--- src/rtl/btn_pkg.sv ---
// Shared definitions for the button input-conditioning front end.
// Holds the button index map and the per-channel debounce FSM state encoding.
// No ports; imported by btn_debounce_ch and btn_event_gen.
package btn_pkg;

  // Button index map.
  localparam int BTN_CENTER = 0;
  localparam int BTN_TOP    = 1;
  localparam int BTN_BOTTOM = 2;
  localparam int BTN_LEFT   = 3;
  localparam int BTN_RIGHT  = 4;

  typedef enum logic [2:0] {
    LOCKED,
    IDLE,
    DEB_PRESS,
    HELD,
    DEB_RELEASE
  } deb_state_t;

endpackage

--- src/rtl/btn_debounce_ch.sv ---
// One button channel: two-flop synchroniser, debounce counter and press/release FSM.
// Ports: clk, reset (sync, active-high), raw (async level in);
//        req (combinational, high for the cycle in which a press is accepted),
//        level (registered debounced level), level_nxt (value level takes at the next edge).
module btn_debounce_ch
  import btn_pkg::*;
#(
  parameter int DEBOUNCE_CYCLES = 1000000,
  parameter int CNT_W           = $clog2(DEBOUNCE_CYCLES)
) (
  input  logic clk,
  input  logic reset,
  input  logic raw,
  output logic req,
  output logic level,
  output logic level_nxt
);

  localparam logic [CNT_W-1:0] CNT_LAST = CNT_W'(DEBOUNCE_CYCLES - 1);

  logic             sync1;
  logic             s;
  logic [1:0]       warm;
  deb_state_t       state;
  logic [CNT_W-1:0] cnt;
  logic             at_last;
  logic             rel_done;

  assign at_last  = (cnt == CNT_LAST);

  // The press is accepted on the edge that moves DEB_PRESS -> HELD; the
  // request is decoded from the current state so the registered pulse in the
  // top level appears on that same edge.
  assign req      = (state == DEB_PRESS) && s && at_last;
  assign rel_done = (state == DEB_RELEASE) && !s && at_last;
  assign level_nxt = (level | req) & ~rel_done;

  always_ff @(posedge clk) begin
    if (reset) begin
      sync1 <= 1'b0;
      s     <= 1'b0;
      warm  <= 2'b00;
      state <= LOCKED;
      cnt   <= '0;
      level <= 1'b0;
    end else begin
      sync1 <= raw;
      s     <= sync1;
      // The synchroniser comes out of reset holding zeros, not the real
      // button level. LOCKED waits until both stages carry post-reset samples
      // so a button held through reset is seen as held and stays locked.
      warm  <= {warm[0], 1'b1};
      level <= level_nxt;

      unique case (state)
        LOCKED: begin
          if (warm[1] && !s) state <= IDLE;
        end
        IDLE: begin
          if (s) begin
            state <= DEB_PRESS;
            cnt   <= '0;
          end
        end
        DEB_PRESS: begin
          if (!s)           state <= IDLE;      // glitch rejected
          else if (at_last) state <= HELD;
          else              cnt   <= cnt + CNT_W'(1);
        end
        HELD: begin
          if (!s) begin
            state <= DEB_RELEASE;
            cnt   <= '0;
          end
        end
        DEB_RELEASE: begin
          if (s)            state <= HELD;      // bounce on release
          else if (at_last) state <= IDLE;
          else              cnt   <= cnt + CNT_W'(1);
        end
        default: state <= LOCKED;
      endcase
    end
  end

endmodule

--- src/rtl/btn_event_gen.sv ---
// Input front end: debounced button press events (one-hot, lowest index wins,
// locked out while another button is held) plus two-flop synchronised switches.
// Ports: clk, reset; btn_raw/sw_raw async in; btn_pulse, btn_level, any_held, sw_sync registered out.
// DEBOUNCE_CYCLES must be >= 2.
module btn_event_gen
  import btn_pkg::*;
#(
  parameter  int N_BTN           = 5,
  parameter  int DEBOUNCE_CYCLES = 1000000,
  parameter  int N_SW            = 16,
  localparam int CNT_W           = $clog2(DEBOUNCE_CYCLES)
) (
  input  logic             clk,
  input  logic             reset,
  input  logic [N_BTN-1:0] btn_raw,
  input  logic [N_SW-1:0]  sw_raw,
  output logic [N_BTN-1:0] btn_pulse,
  output logic [N_BTN-1:0] btn_level,
  output logic             any_held,
  output logic [N_SW-1:0]  sw_sync
);

  logic [N_BTN-1:0] req;
  logic [N_BTN-1:0] lvl_nxt;
  logic [N_BTN-1:0] grant;
  logic             found;
  logic [N_SW-1:0]  sw_meta;

  for (genvar i = 0; i < N_BTN; i++) begin : g_ch
    btn_debounce_ch #(
      .DEBOUNCE_CYCLES(DEBOUNCE_CYCLES),
      .CNT_W          (CNT_W)
    ) u_ch (
      .clk      (clk),
      .reset    (reset),
      .raw      (btn_raw[i]),
      .req      (req[i]),
      .level    (btn_level[i]),
      .level_nxt(lvl_nxt[i])
    );
  end

  // A request is eligible only if no other button was held last cycle; the
  // lowest eligible index wins. Everything else is dropped for good, because
  // each channel raises its request only on the accepting edge.
  always_comb begin
    grant = '0;
    found = 1'b0;
    for (int i = 0; i < N_BTN; i++) begin
      if (req[i] && !found &&
          ((btn_level & ~(N_BTN'(1) << i)) == '0)) begin
        grant[i] = 1'b1;
        found    = 1'b1;
      end
    end
  end

  always_ff @(posedge clk) begin
    if (reset) begin
      btn_pulse <= '0;
      any_held  <= 1'b0;
      sw_meta   <= '0;
      sw_sync   <= '0;
    end else begin
      btn_pulse <= grant;
      any_held  <= |lvl_nxt;   // tracks btn_level on the same edge
      sw_meta   <= sw_raw;
      sw_sync   <= sw_meta;
    end
  end

endmodule
--- config.mk ---
export PLATFORM = sky130hd
export DESIGN_NAME = btn_event_gen
export DESIGN_NICKNAME = d
export VERILOG_FILES = /design/src/rtl/btn_pkg.sv /design/src/rtl/btn_debounce_ch.sv /design/src/rtl/btn_event_gen.sv
export SDC_FILE = /design/constraint.sdc
export NUM_CORES = 1
export LEC_CHECK = 0
export ABC_CLOCK_PERIOD_IN_PS = 2760
export BUFFER_PORTS_ARGS = -buffer_cell sky130_fd_sc_hd__buf_2
export CAP_MARGIN = 20
export CORE_AREA = 4 4 125 175
export DETAILED_ROUTE_END_ITERATION = 12
export DIE_AREA = 0 0 129 179
export GPL_TIMING_DRIVEN = 1
export MAX_ROUTING_LAYER = met4
export PLACE_DENSITY = 0.59
export SETUP_SLACK_MARGIN = 0.2
export SLEW_MARGIN = 5
export SYNTH_ARGS = -nofsm -noshare
export SYNTH_HDL_FRONTEND = slang
export SYNTH_SLANG_ARGS = --single-unit
--- constraint.sdc ---
create_clock -name clk -period 2.76 [get_ports clk]
set_input_delay 0.828 -clock clk [delete_from_list [all_inputs] [get_ports clk]]
set_output_delay 0.828 -clock clk [all_outputs]
set_load 0.1 [all_outputs]
==> results.md, run 1 <==
* Int Power at roughly 3.8 mW
* Setup Crit Path Kind: register to register
* Final setup vio count at 0
* Post-Syn Area at between 8000 and 9000 um^2
* Dpl hpwl at between 10 and 15 mm
* Worst-Margin Slew at between 0.6 and 0.7 ns
* Switching part of the total at 0.2435
* Postcts setup bufs at 0
* Total Power at between 5 and 6 mW
* Final Hold Viols at 0
* Fill cells at 2040
* Synth Area per Inst at approximately 9.0 um^2
* Total of max-cap violations at 0
* Leak Pwr at approximately 3.1 nW
* VDD IR max at 0.4821 mV
* CTS sink count at between 150 and 200
* Final net count at around 970
* Cells after synthesis at approximately 900
* Die Span Y at roughly 180 um
* Row count at 62
* Hold Path Cell Cnt at 1
* Min Tclk post-route at 2.356 ns
* Vias in the first global route at 6108
* Crit share post-route at 0.8537
* DR vias at approximately 6300
* Worst min-delay path startpoint: sw_meta[10]$_SDFF_PP0_
* Outcome: completed
* Seq cells post-synth at 170
* Number of buffers created by CTS at 17
* Port Buffers at between 40 and 50
* GP Congestion at 0.8069
* Antenna-violating nets left at 0
* Final setup skew at ~0.007 ns
* Startpoint types: register
* GRT overflow at 0
* Resized Gates After CTS at 0
* CTS Root Cell: clkbuf_16
* 1st-iter DRT viols at 347
* Reg power frac at 0.499
* R2R Setup Slk at a little over 0.4 ns
* Die area at 23090 um^2
* Die X-Extent at 129 um
* Number of synthesized flops with an enable pin at 0
* Io pins at 50
* Crit path DAT at ~2.6 ns
* Drt first pass iters at 4
* Syn nets at 938
* Worst-path maximum fanout at 20
* WP data required at between 3 and 4 ns
* Cell variety after synth at roughly 80
* Ant. Diodes at 0
* Max transition margin at 0.5370
* Post-cts hold buffer count at 0
* Core Footprint at 20320 um^2
* Power per cell area at approximately 550 nW/um^2
* Number of antenna violations at the first check in global routing at 0
* CTS clock-pin slew for the worst setup and hold paths at ~0.060 ns
* Share of layout cells above drive strength 1 at 0.1511
* Hold slack at approximately 0.43 ns
* CTS tree: done
* Clk network pwr share at 0.453
* Initial core utilization at 0.4030
* Post-DR vias/cell at 5.206
* Async set-reset flop share out of synthesis at 0
* Logic pwr share at 0.048
* DRC Markers at 0
* Slew Viols, Final at 0
* First-pass GRT wire length at a little under 30 mm
* RSZ-0062 raised after global routing: false
* Clock tree buffer depth at 2
* Net Switching at about 1.2 mW
* Drt total wl at 16.82 mm
* CP endpoint kind: register
* Seq/Total Area, Yosys at 0.4155
* FF-to-FF path depth at 8
* Fmax at approximately 420 MHz
* RR Endpoint: g_ch[2].u_ch.cnt[18]$_SDFFE_PP0P_
* H-tree levels at 4
* Area growth syn-to-layout at 11.70%
* Clock Latency Late Sink at ~0.43 ns
* Crit Reg-Reg Startpoint: g_ch[2].u_ch.cnt[0]$_SDFFE_PP0P_
* Dominant synthesized flop cell: dfxtp_1
* Total of warnings raised by yosys at 0
* Largest net degree at the start of global routing at 47
* Worst Hold Class: register to register
* Total track usage at 0.1578
* Wire length per cell at ~14 um
* WHS Endpoint: sw_sync[10]$_SDFF_PP0_
* Setup TNS at 0 ns
-- sequential cells by signal, indices dropped and copies added (netlist names) --
name / count
btn_pulse: 5
g_ch.u_ch.level: 5
g_ch.u_ch.cnt: 100
g_ch.u_ch.state: 15
sw_meta: 16
sw_sync: 16
any_held: 1
g_ch.u_ch.sync1: 5
g_ch.u_ch.s: 5
g_ch.u_ch.warm: 2
-- through the flow --
stage	setup slack (ns)	instances	util	cell area, um^2
3_5_place_dp	0.4238	1177	0.4223	8583
6_report	0.4038	1209	0.4501	9149
4_1_cts	0.3982	1209	0.4501	9149
2_1_floorplan	0.7118	910	-	8190
5_1_grt	0.2568	1209	0.4501	9149
3_3_place_gp	0.4539	1177	0.4223	8583
-- worst max-delay path: stages (launching register included) --
cell      delay [ns]
dfxtp_1         0.37
ha_1            0.23
nand2_1         0.21
or4_4           0.62
o211ai_2        0.15
buf_4           0.28
a211oi_1        0.13
xnor2_1         0.16
nor2_1          0.06
-- synth_stat cells (all sizes together), types with 5 or more instances --
| cell type | number | area, um^2 |
|---|---|---|
| nor2 | 128 | 485.5 |
| xor2 | 9 | 78.83 |
| nor3 | 27 | 151.4 |
| and3 | 15 | 93.84 |
| and4 | 7 | 61.31 |
| a211oi | 20 | 150.1 |
| a21o | 7 | 52.55 |
| or3 | 5 | 31.28 |
| dfxtp | 170 | 3403 |
| nor4bb | 5 | 50.05 |
| xnor2 | 81 | 709.4 |
| inv | 30 | 112.6 |
| o21ai | 20 | 107.6 |
| nand4 | 22 | 165.2 |
| a31oi | 5 | 31.28 |
| nor2b | 52 | 325.3 |
| nor4 | 29 | 276.5 |
| a21oi | 29 | 148.9 |
| nand2 | 56 | 231.5 |
| nand3 | 36 | 185.2 |
| nor4b | 12 | 142.6 |
| ha | 5 | 62.56 |
| clkbuf | 25 | 93.84 |
| a2111oi | 12 | 207.7 |
| o22ai | 5 | 31.28 |
| and2 | 6 | 37.54 |
| buf | 29 | 205.2 |
-- cell families after synthesis --
family / share of synthesized area
flip-flops: 0.4155
buffers and inverters: 0.05026
AO/OA/AOI/OAI: 0.1302
multiplexers: 0.005194
XOR/XNOR: 0.09624
AND/OR/NAND/NOR: 0.2950
adder cells (fa/ha/maj): 0.007638
-- per-layer routing --
layer	track usage	vias to the layer above	part of all wire
li1	-	3258	-
met1	0.1950	2923	0.47
met2	0.2567	98	0.48
met3	0.03726	15	0.039
met4	0.04685	0	0.011
met5	-	-	0
-- worst max path at each step --
stage / startpoint / end / slack, ns
2_1_floorplan: reset / g_ch[0].u_ch.cnt[10]$_SDFFE_PP0P_ / 0.71
3_3_place_gp: g_ch[2].u_ch.cnt[0]$_SDFFE_PP0P_ / g_ch[2].u_ch.cnt[7]$_SDFFE_PP0P_ / 0.45
3_5_place_dp: g_ch[2].u_ch.cnt[0]$_SDFFE_PP0P_ / g_ch[2].u_ch.cnt[11]$_SDFFE_PP0P_ / 0.42
4_1_cts: g_ch[2].u_ch.cnt[0]$_SDFFE_PP0P_ / g_ch[2].u_ch.cnt[18]$_SDFFE_PP0P_ / 0.40
5_1_grt: g_ch[2].u_ch.cnt[0]$_SDFFE_PP0P_ / g_ch[2].u_ch.cnt[11]$_SDFFE_PP0P_ / 0.26
6_report: g_ch[2].u_ch.cnt[0]$_SDFFE_PP0P_ / g_ch[2].u_ch.cnt[18]$_SDFFE_PP0P_ / 0.40
-- cell type report --
class                   instances  area [um^2]  area share
multi-input cells             656         4382      0.4789
flip-flops and latches        170         3403      0.3720
clock buffers                  18        429.2     0.04691
repair buffers                 65        365.4     0.03993
well taps                     256        320.3     0.03501
clock inverters                14        136.4     0.01491
inverters                      30        112.6     0.01231
-- layout by cell type (no fill, tap or decap), types with 16 or more instances in the layout --
cell / count
xnor2_1: 81
dfxtp_1: 170
nand4_1: 19
buf_4: 16
nor2_1: 126
a21oi_1: 28
nand2_1: 53
buf_2: 49
nand3_1: 35
clkbuf_16: 17
nor3_1: 25
nor2b_1: 52
nor4_1: 17
a211oi_1: 20
inv_1: 29
-- power groups by stage --
stage | clock network [mW] | logic (mW) | registers (mW)
floorplan | 0 | 0.138 | 2.63
global placement | 0 | 0.244 | 2.58
detailed placement | 0 | 0.244 | 2.58
CTS | 2.37 | 0.245 | 2.52
global route | 2.46 | 0.265 | 2.53
finish | 2.29 | 0.242 | 2.52
No activity file was read; power rests on OpenSTA's default activity.
==> inputs of run 2 (changes only) <==
--- a/config.mk
+++ b/config.mk
@@ -14,6 +14,7 @@
 export GPL_TIMING_DRIVEN = 1
 export MAX_ROUTING_LAYER = met4
 export PLACE_DENSITY = 0.59
+export REMOVE_ABC_BUFFERS = 1
 export SETUP_SLACK_MARGIN = 0.2
 export SLEW_MARGIN = 5
 export SYNTH_ARGS = -nofsm -noshare
==> results.md, run 2 (synthesis results as in run 1) <==
* Die Span Y at 179 um (unchanged)
* 1st-iter DRT viols at 328 (was 347)
* Die area at 23090 um^2 (unchanged)
* DRC Markers at 0 (unchanged)
* Max transition margin at 0.5298 (was 0.5370)
* First-pass GRT wire length at 30.08 mm (was 29.21 mm)
* Io pins at 50 (unchanged)
* Min Tclk post-route at 2.315 ns (was 2.356 ns)
* H-tree levels at 4 (unchanged)
* Port Buffers at 49 (unchanged)
* Dpl ws at 0.4351 ns (was 0.4238 ns)
* Post-cts hold buffer count at 0 (unchanged)
* Startpoint types: register (unchanged)
* Total Power at 5.042 mW (was 5.053 mW)
* Final setup vio count at 0 (unchanged)
* Clock tree buffer depth at 2 (unchanged)
* Final Hold Viols at 0 (unchanged)
* CTS sink count at 170 (unchanged)
* Top delay family on crit path: simple AND/OR/NAND/NOR gates (unchanged)
* Drt first pass iters at 4 (unchanged)
* Slew Viols, Final at 0 (unchanged)
* Max FFs per register at 100 (unchanged)
* Setup Crit Path Kind: register to register (unchanged)
* Final non-filler cell area at 9155 um^2 (was 9149 um^2)
* Final net count at 969 (was 968)
* Die X-Extent at 129 um (unchanged)
* Buf+Inv Stages, Crit Path at 0 (was 1)
* Worst Hold Class: register to register (unchanged)
* Number of buffers created by CTS at 17 (unchanged)
* Fmax at 432.0 MHz (was 424.4 MHz)
* Postcts setup bufs at 0 (unchanged)
* Outcome: completed (unchanged)
* CTS clock-pin slew for the worst setup and hold paths at 0.07 ns (was 0.06 ns)
* Final setup skew at 0.01222 ns (was 0.007116 ns)
* GP Congestion at 0.8089 (was 0.8069)
* Final Non-Filler Cells at 1210 (was 1209)
* GRT overflow at 0 (unchanged)
* Share of layout cells above drive strength 1 at 0.1499 (was 0.1511)
* Largest net degree at the start of global routing at 45 (was 47)
* Post-DR vias/cell at 5.256 (was 5.206)
* Post-Place Cells at 1178 (was 1177)
* CP endpoint kind: register (unchanged)
* Hold slack at 0.4332 ns (was 0.4336 ns)
* WP data required at 3.08 ns (was 3.04 ns)
* CTS tree: done (unchanged)
* Worst path max stage delay at 0.44 ns (was 0.62 ns)
* Crit path DAT at 2.64 ns (about the same)
* Resized Gates After CTS at 0 (unchanged)
* Total of max-cap violations at 0 (unchanged)
* Drt total wl at 16.95 mm (was 16.82 mm)
* Leak Pwr at 3.071 nW (was 3.072 nW)
* Worst-Margin Slew at 0.7043 ns (was 0.6929 ns)
* Area growth syn-to-layout at 11.78% (was 11.70%)
* Vias in the first global route at 6236 (was 6108)
* Critical-path cell list: ha_1 -> nand2_2 -> or3_1 -> o22ai_1 -> a21oi_1 -> nand3_1 -> mux2_2 (was ha_1 -> nand2_1 -> or4_4 -> o211ai_2 -> buf_4 -> a211oi_1 -> xnor2_1 -> nor2_1)
* Clock Latency Late Sink at 0.43 ns (about the same)
* Power per cell area at 550.7 nW/um^2 (was 552.3 nW/um^2)
* Worst-path maximum fanout at 6 (was 20)
* PnR worst setup slack at 0.4454 ns (was 0.4038 ns)
* Wire length per cell at 14.01 um (was 13.91 um)
* Most frequent cells in the layout: dfxtp_1, nor2_1, xnor2_1 (unchanged)
* Dpl hpwl at 11.99 mm (was 11.78 mm)
* Antenna-violating nets left at 0 (unchanged)
* Biggest regs: g_ch.u_ch.cnt x100, sw_meta x16, sw_sync x16 (unchanged)
* RSZ-0062 raised after global routing: false (unchanged)
* Top reg by flops: g_ch.u_ch.cnt (unchanged)
* Initial core utilization at 0.4030 (unchanged)
* CP max stage cell: or3_1 (was or4_4)
* Core Footprint at 20320 um^2 (unchanged)
* Commonest non-fill, non-tap cell in the layout: dfxtp_1 (unchanged)
* Number of antenna violations at the first check in global routing at 0 (unchanged)
* VDD IR max at 0.4205 mV (was 0.4821 mV)
* Row count at 62 (unchanged)
* Ant. Diodes at 0 (unchanged)
* Post-DP Area at 8591 um^2 (was 8583 um^2)
* CTS Root Cell: clkbuf_16 (unchanged)
* Crit share post-route at 0.8386 (was 0.8537)
* Total track usage at 0.1620 (was 0.1578)
* DR vias at 6360 (was 6294)
[run 2: layout make-up]
cell class / instances / area (um^2)
Sequential cell: 170 / 3403
Tap cell: 256 / 320.3
Clock buffer: 21 / 450.4
Timing Repair Buffer: 66 / 372.9
Multi-Input combinational cell: 656 / 4382
Clock inverter: 11 / 113.9
Inverter: 30 / 112.6
Fill cell: 2040 / 11170
[run 2: through the flow]
stage          TNS [ns]  utilization
2_1_floorplan    -5.681            -
3_3_place_gp          0       0.4227
3_5_place_dp          0       0.4227
4_1_cts               0       0.4504
5_1_grt               0       0.4504
6_report              0       0.4504
[run 2: path summary, 6_finish.rpt]
kind | slack (ns) | to | cells after the start | startpoint
max | 0.45 | g_ch[3].u_ch.cnt[19]$_SDFFE_PP0P_ | 7 | g_ch[3].u_ch.cnt[0]$_SDFFE_PP0P_
min reg2reg | 0.43 | g_ch[0].u_ch.s$_SDFF_PP0_ | 1 | g_ch[0].u_ch.sync1$_SDFF_PP0_
max reg2reg | 0.45 | g_ch[3].u_ch.cnt[19]$_SDFFE_PP0P_ | 7 | g_ch[3].u_ch.cnt[0]$_SDFFE_PP0P_
min | 0.43 | g_ch[0].u_ch.s$_SDFF_PP0_ | 1 | g_ch[0].u_ch.sync1$_SDFF_PP0_
[run 2: per-layer routing]
| metal | wire length, um | GRT usage | vias up |
|---|---|---|---|
| met3 | 725 | 0.04292 | 24 |
| met2 | 8339 | 0.2641 | 104 |
| li1 | - | - | 3268 |
| met1 | 7621 | 0.1955 | 2964 |
| met4 | 266 | 0.05123 | 0 |
| met5 | 0 | - | - |
[run 2: worst register-to-register path, cell delays in order (launching register included)]
cell     delay [ns]
dfxtp_1        0.37
ha_1           0.28
nand2_2        0.14
or3_1          0.44
o22ai_1        0.30
a21oi_1        0.19
nand3_1        0.15
mux2_2         0.33
[run 2: power by group]
group | internal (mW) | switching, mW | total, mW | leakage, nW
combinational | 0.0710 | 0.172 | 0.243 | 1.43
clock | 1.28 | 0.999 | 2.28 | 0.265
sequential | 2.49 | 0.0281 | 2.52 | 1.38
total | 3.84 | 1.20 | 5.04 | 3.07
==> inputs of run 3 (changes only) <==
--- a/config.mk
+++ b/config.mk
@@ -5,7 +5,7 @@
 export SDC_FILE = /design/constraint.sdc
 export NUM_CORES = 1
 export LEC_CHECK = 0
-export ABC_CLOCK_PERIOD_IN_PS = 2760
+export ABC_CLOCK_PERIOD_IN_PS = 2050
 export BUFFER_PORTS_ARGS = -buffer_cell sky130_fd_sc_hd__buf_2
 export CAP_MARGIN = 20
 export CORE_AREA = 4 4 125 175
@@ -13,7 +13,7 @@
 export DIE_AREA = 0 0 129 179
 export GPL_TIMING_DRIVEN = 1
 export MAX_ROUTING_LAYER = met4
-export PLACE_DENSITY = 0.59
+export PLACE_DENSITY = 0.61
 export REMOVE_ABC_BUFFERS = 1
 export SETUP_SLACK_MARGIN = 0.2
 export SLEW_MARGIN = 5
==> constraint.sdc (replaced) <==
create_clock -name clk -period 2.05 [get_ports clk]
set_input_delay 0.615 -clock clk [delete_from_list [all_inputs] [get_ports clk]]
set_output_delay 0.615 -clock clk [all_outputs]
set_load 0.1 [all_outputs]
==> results.md, run 3 (synthesis results as in run 1) <==
* DR vias at 6900 (was 6360)
* GRT overflow at 0 (unchanged)
* Die Span Y at 179 um (unchanged)
* Initial core utilization at 0.4030 (unchanged)
* CTS sink count at 170 (unchanged)
* Total of max-cap violations at 0 (unchanged)
* Dpl hpwl at 12.48 mm (was 11.99 mm)
* Die X-Extent at 129 um (unchanged)
* Total track usage at 0.1667 (was 0.1620)
* Total Power at 7.045 mW (was 5.042 mW)
* Post-DP Area at 9164 um^2 (was 8591 um^2)
* Fill cells at 1791 (was 2040)
* Post-DR vias/cell at 5.235 (was 5.256)
* Antenna-violating nets left at 0 (unchanged)
* Met1 Track Usage GR at 0.1980 (was 0.1955)
* Biggest regs: g_ch.u_ch.cnt x100, sw_meta x16, sw_sync x16 (unchanged)
* Top reg by flops: g_ch.u_ch.cnt (unchanged)
* CP endpoint kind: register (unchanged)
* Final net count at 1077 (was 969)
* Worst-Margin Slew at 0.5237 ns (was 0.7043 ns)
* Core Footprint at 20320 um^2 (unchanged)
* DRC Markers at 0 (unchanged)
* GP Congestion at 0.8213 (was 0.8089)
* Fmax at 506.9 MHz (was 432.0 MHz)
* FF+latch area at 3457 um^2 (was 3403 um^2)
* Final non-filler cell area at 11170 um^2 (was 9155 um^2)
* Drt first pass iters at 4 (unchanged)
* Final setup skew at 0.01237 ns (was 0.01222 ns)
* Power per cell area at 630.6 nW/um^2 (was 550.7 nW/um^2)
* 1st-iter DRT viols at 302 (was 328)
* CTS clock-pin slew for the worst setup and hold paths at 0.07 ns (about the same)
* Max transition margin at 0.6499 (was 0.5298)
* Leak Pwr at 3.979 nW (was 3.071 nW)
* Row count at 62 (unchanged)
* Met2 usage at 0.2816 (was 0.2641)
* Final setup vio count at 0 (unchanged)
* Outcome: completed (unchanged)
* Largest net degree at the start of global routing at 42 (was 45)
* Slew Viols, Final at 0 (unchanged)
* First-pass GRT wire length at 30.91 mm (was 30.08 mm)
* Ant. Diodes at 0 (unchanged)
* VDD IR max at 0.5766 mV (was 0.4205 mV)
* Die area at 23090 um^2 (unchanged)
* RSZ-0062 raised after global routing: true (was false)
* Final Hold Viols at 0 (unchanged)
* Worst-path maximum fanout at 10 (was 6)
* Vias in the first global route at 6686 (was 6236)
* Io pins at 50 (unchanged)
* Number of buffers created by CTS at 17 (unchanged)
* Setup TNS at 0 ns (unchanged)
* Drt total wl at 19.19 mm (was 16.95 mm)
* Startpoint types: register (unchanged)
* Crit path DAT at 2.29 ns (was 2.64 ns)
* Wire length per cell at 14.56 um (was 14.01 um)
* Clock Latency Late Sink at 0.44 ns (was 0.43 ns)
* Met3 Use GR at 0.03308 (was 0.04292)
* Share of layout cells above drive strength 1 at 0.3578 (was 0.1499)
* Setup Crit Path Kind: register to register (unchanged)
* Crit share post-route at 0.9624 (was 0.8386)
* Commonest non-fill, non-tap cell in the layout: dfxtp_1 (unchanged)
* Multi-input combinational cell area at 5265 um^2 (was 4382 um^2)
* Max FFs per register at 100 (unchanged)
* Port Buffers at 49 (unchanged)
* Clock tree buffer depth at 2 (unchanged)
* Area growth syn-to-layout at 36.40% (was 11.78%)
* CTS Root Cell: clkbuf_16 (unchanged)
* WP data required at 2.37 ns (was 3.08 ns)
* Most frequent cells in the layout: dfxtp_1, nor2_1, buf_4 (was dfxtp_1, nor2_1, xnor2_1)
* CTS tree: done (unchanged)
* Number of antenna violations at the first check in global routing at 0 (unchanged)
* Min Tclk post-route at 1.973 ns (was 2.315 ns)
* Most used routing layer: met2 (unchanged)
* H-tree levels at 4 (unchanged)
* Worst Hold Class: primary input to register (was register to register)
## run 3: cell count changes in the layout (fill, tap and decap cells not counted), sizes merged
cell and change:
inv +2, bufinv +1, clkinvlp -1, clkbuf +2
buf +104
## run 3: final timing paths
path,from,endpoint,slack (ns),depth (start not counted)
worst max-delay path,g_ch[2].u_ch.cnt[10]$_SDFFE_PP0P_,g_ch[2].u_ch.cnt[11]$_SDFFE_PP0P_,0.08,7
worst max register to register,g_ch[2].u_ch.cnt[10]$_SDFFE_PP0P_,g_ch[2].u_ch.cnt[11]$_SDFFE_PP0P_,0.08,7
worst min-delay path,sw_raw[7],sw_meta[7]$_SDFF_PP0_,0.38,2
worst min register to register,g_ch[4].u_ch.sync1$_SDFF_PP0_,g_ch[4].u_ch.s$_SDFF_PP0_,0.43,1
## run 3: repair_timing
item	4_1_cts	5_1_grt
buffers inserted	12	17
pin swaps	20	109
setup endpoints to repair	91	114
hold buffers	0	0
cloned	1	5
gates resized for setup	60	174
## run 3: final cells by class
class | instances | share of cell area
clock buffers | 19 | 0.03965
clock inverters | 13 | 0.01422
inverters | 30 | 0.01008
multi-input cells | 656 | 0.4713
flip-flops and latches | 170 | 0.3094
well taps | 256 | 0.02867
repair buffers | 174 | 0.1267
## run 3: where the power goes
part           internal, mW  switching, mW  leakage, nW  total (mW)
sequential             3.35         0.0327         1.40        3.38
clock                  1.86           1.41        0.289        3.27
combinational         0.132          0.267         2.29       0.399
## run 3: metal layers
layer / vias up / share of wire
li1: 3481 / -
met1: 3282 / 0.44
met2: 107 / 0.51
met3: 30 / 0.032
met4: 0 / 0.022
met5: - / 0
## run 3: through the flow
step | setup slack (ns) | utilization | cells | hold WS [ns]
final | 0.07712 | 0.5497 | 1318 | 0.3840
after global routing | -0.04380 | 0.5497 | 1318 | 0.3790
after CTS | 0.05856 | 0.4974 | 1296 | 0.3686
after detailed placement | 0.002054 | 0.4509 | 1251 | 0.4262
after global placement | 0.01834 | 0.4509 | 1251 | 0.4144
after floorplan | -0.9873 | - | 856 | 0.4138
## run 3: critical path, stage by stage, from the launching register on
cell and delay (ns):
dfxtp_1 0.31, or3b_1 0.38, or4_4 0.48, o211ai_4 0.20
buf_6 0.18, a211oi_1 0.09, xnor2_1 0.17, nor2_1 0.05
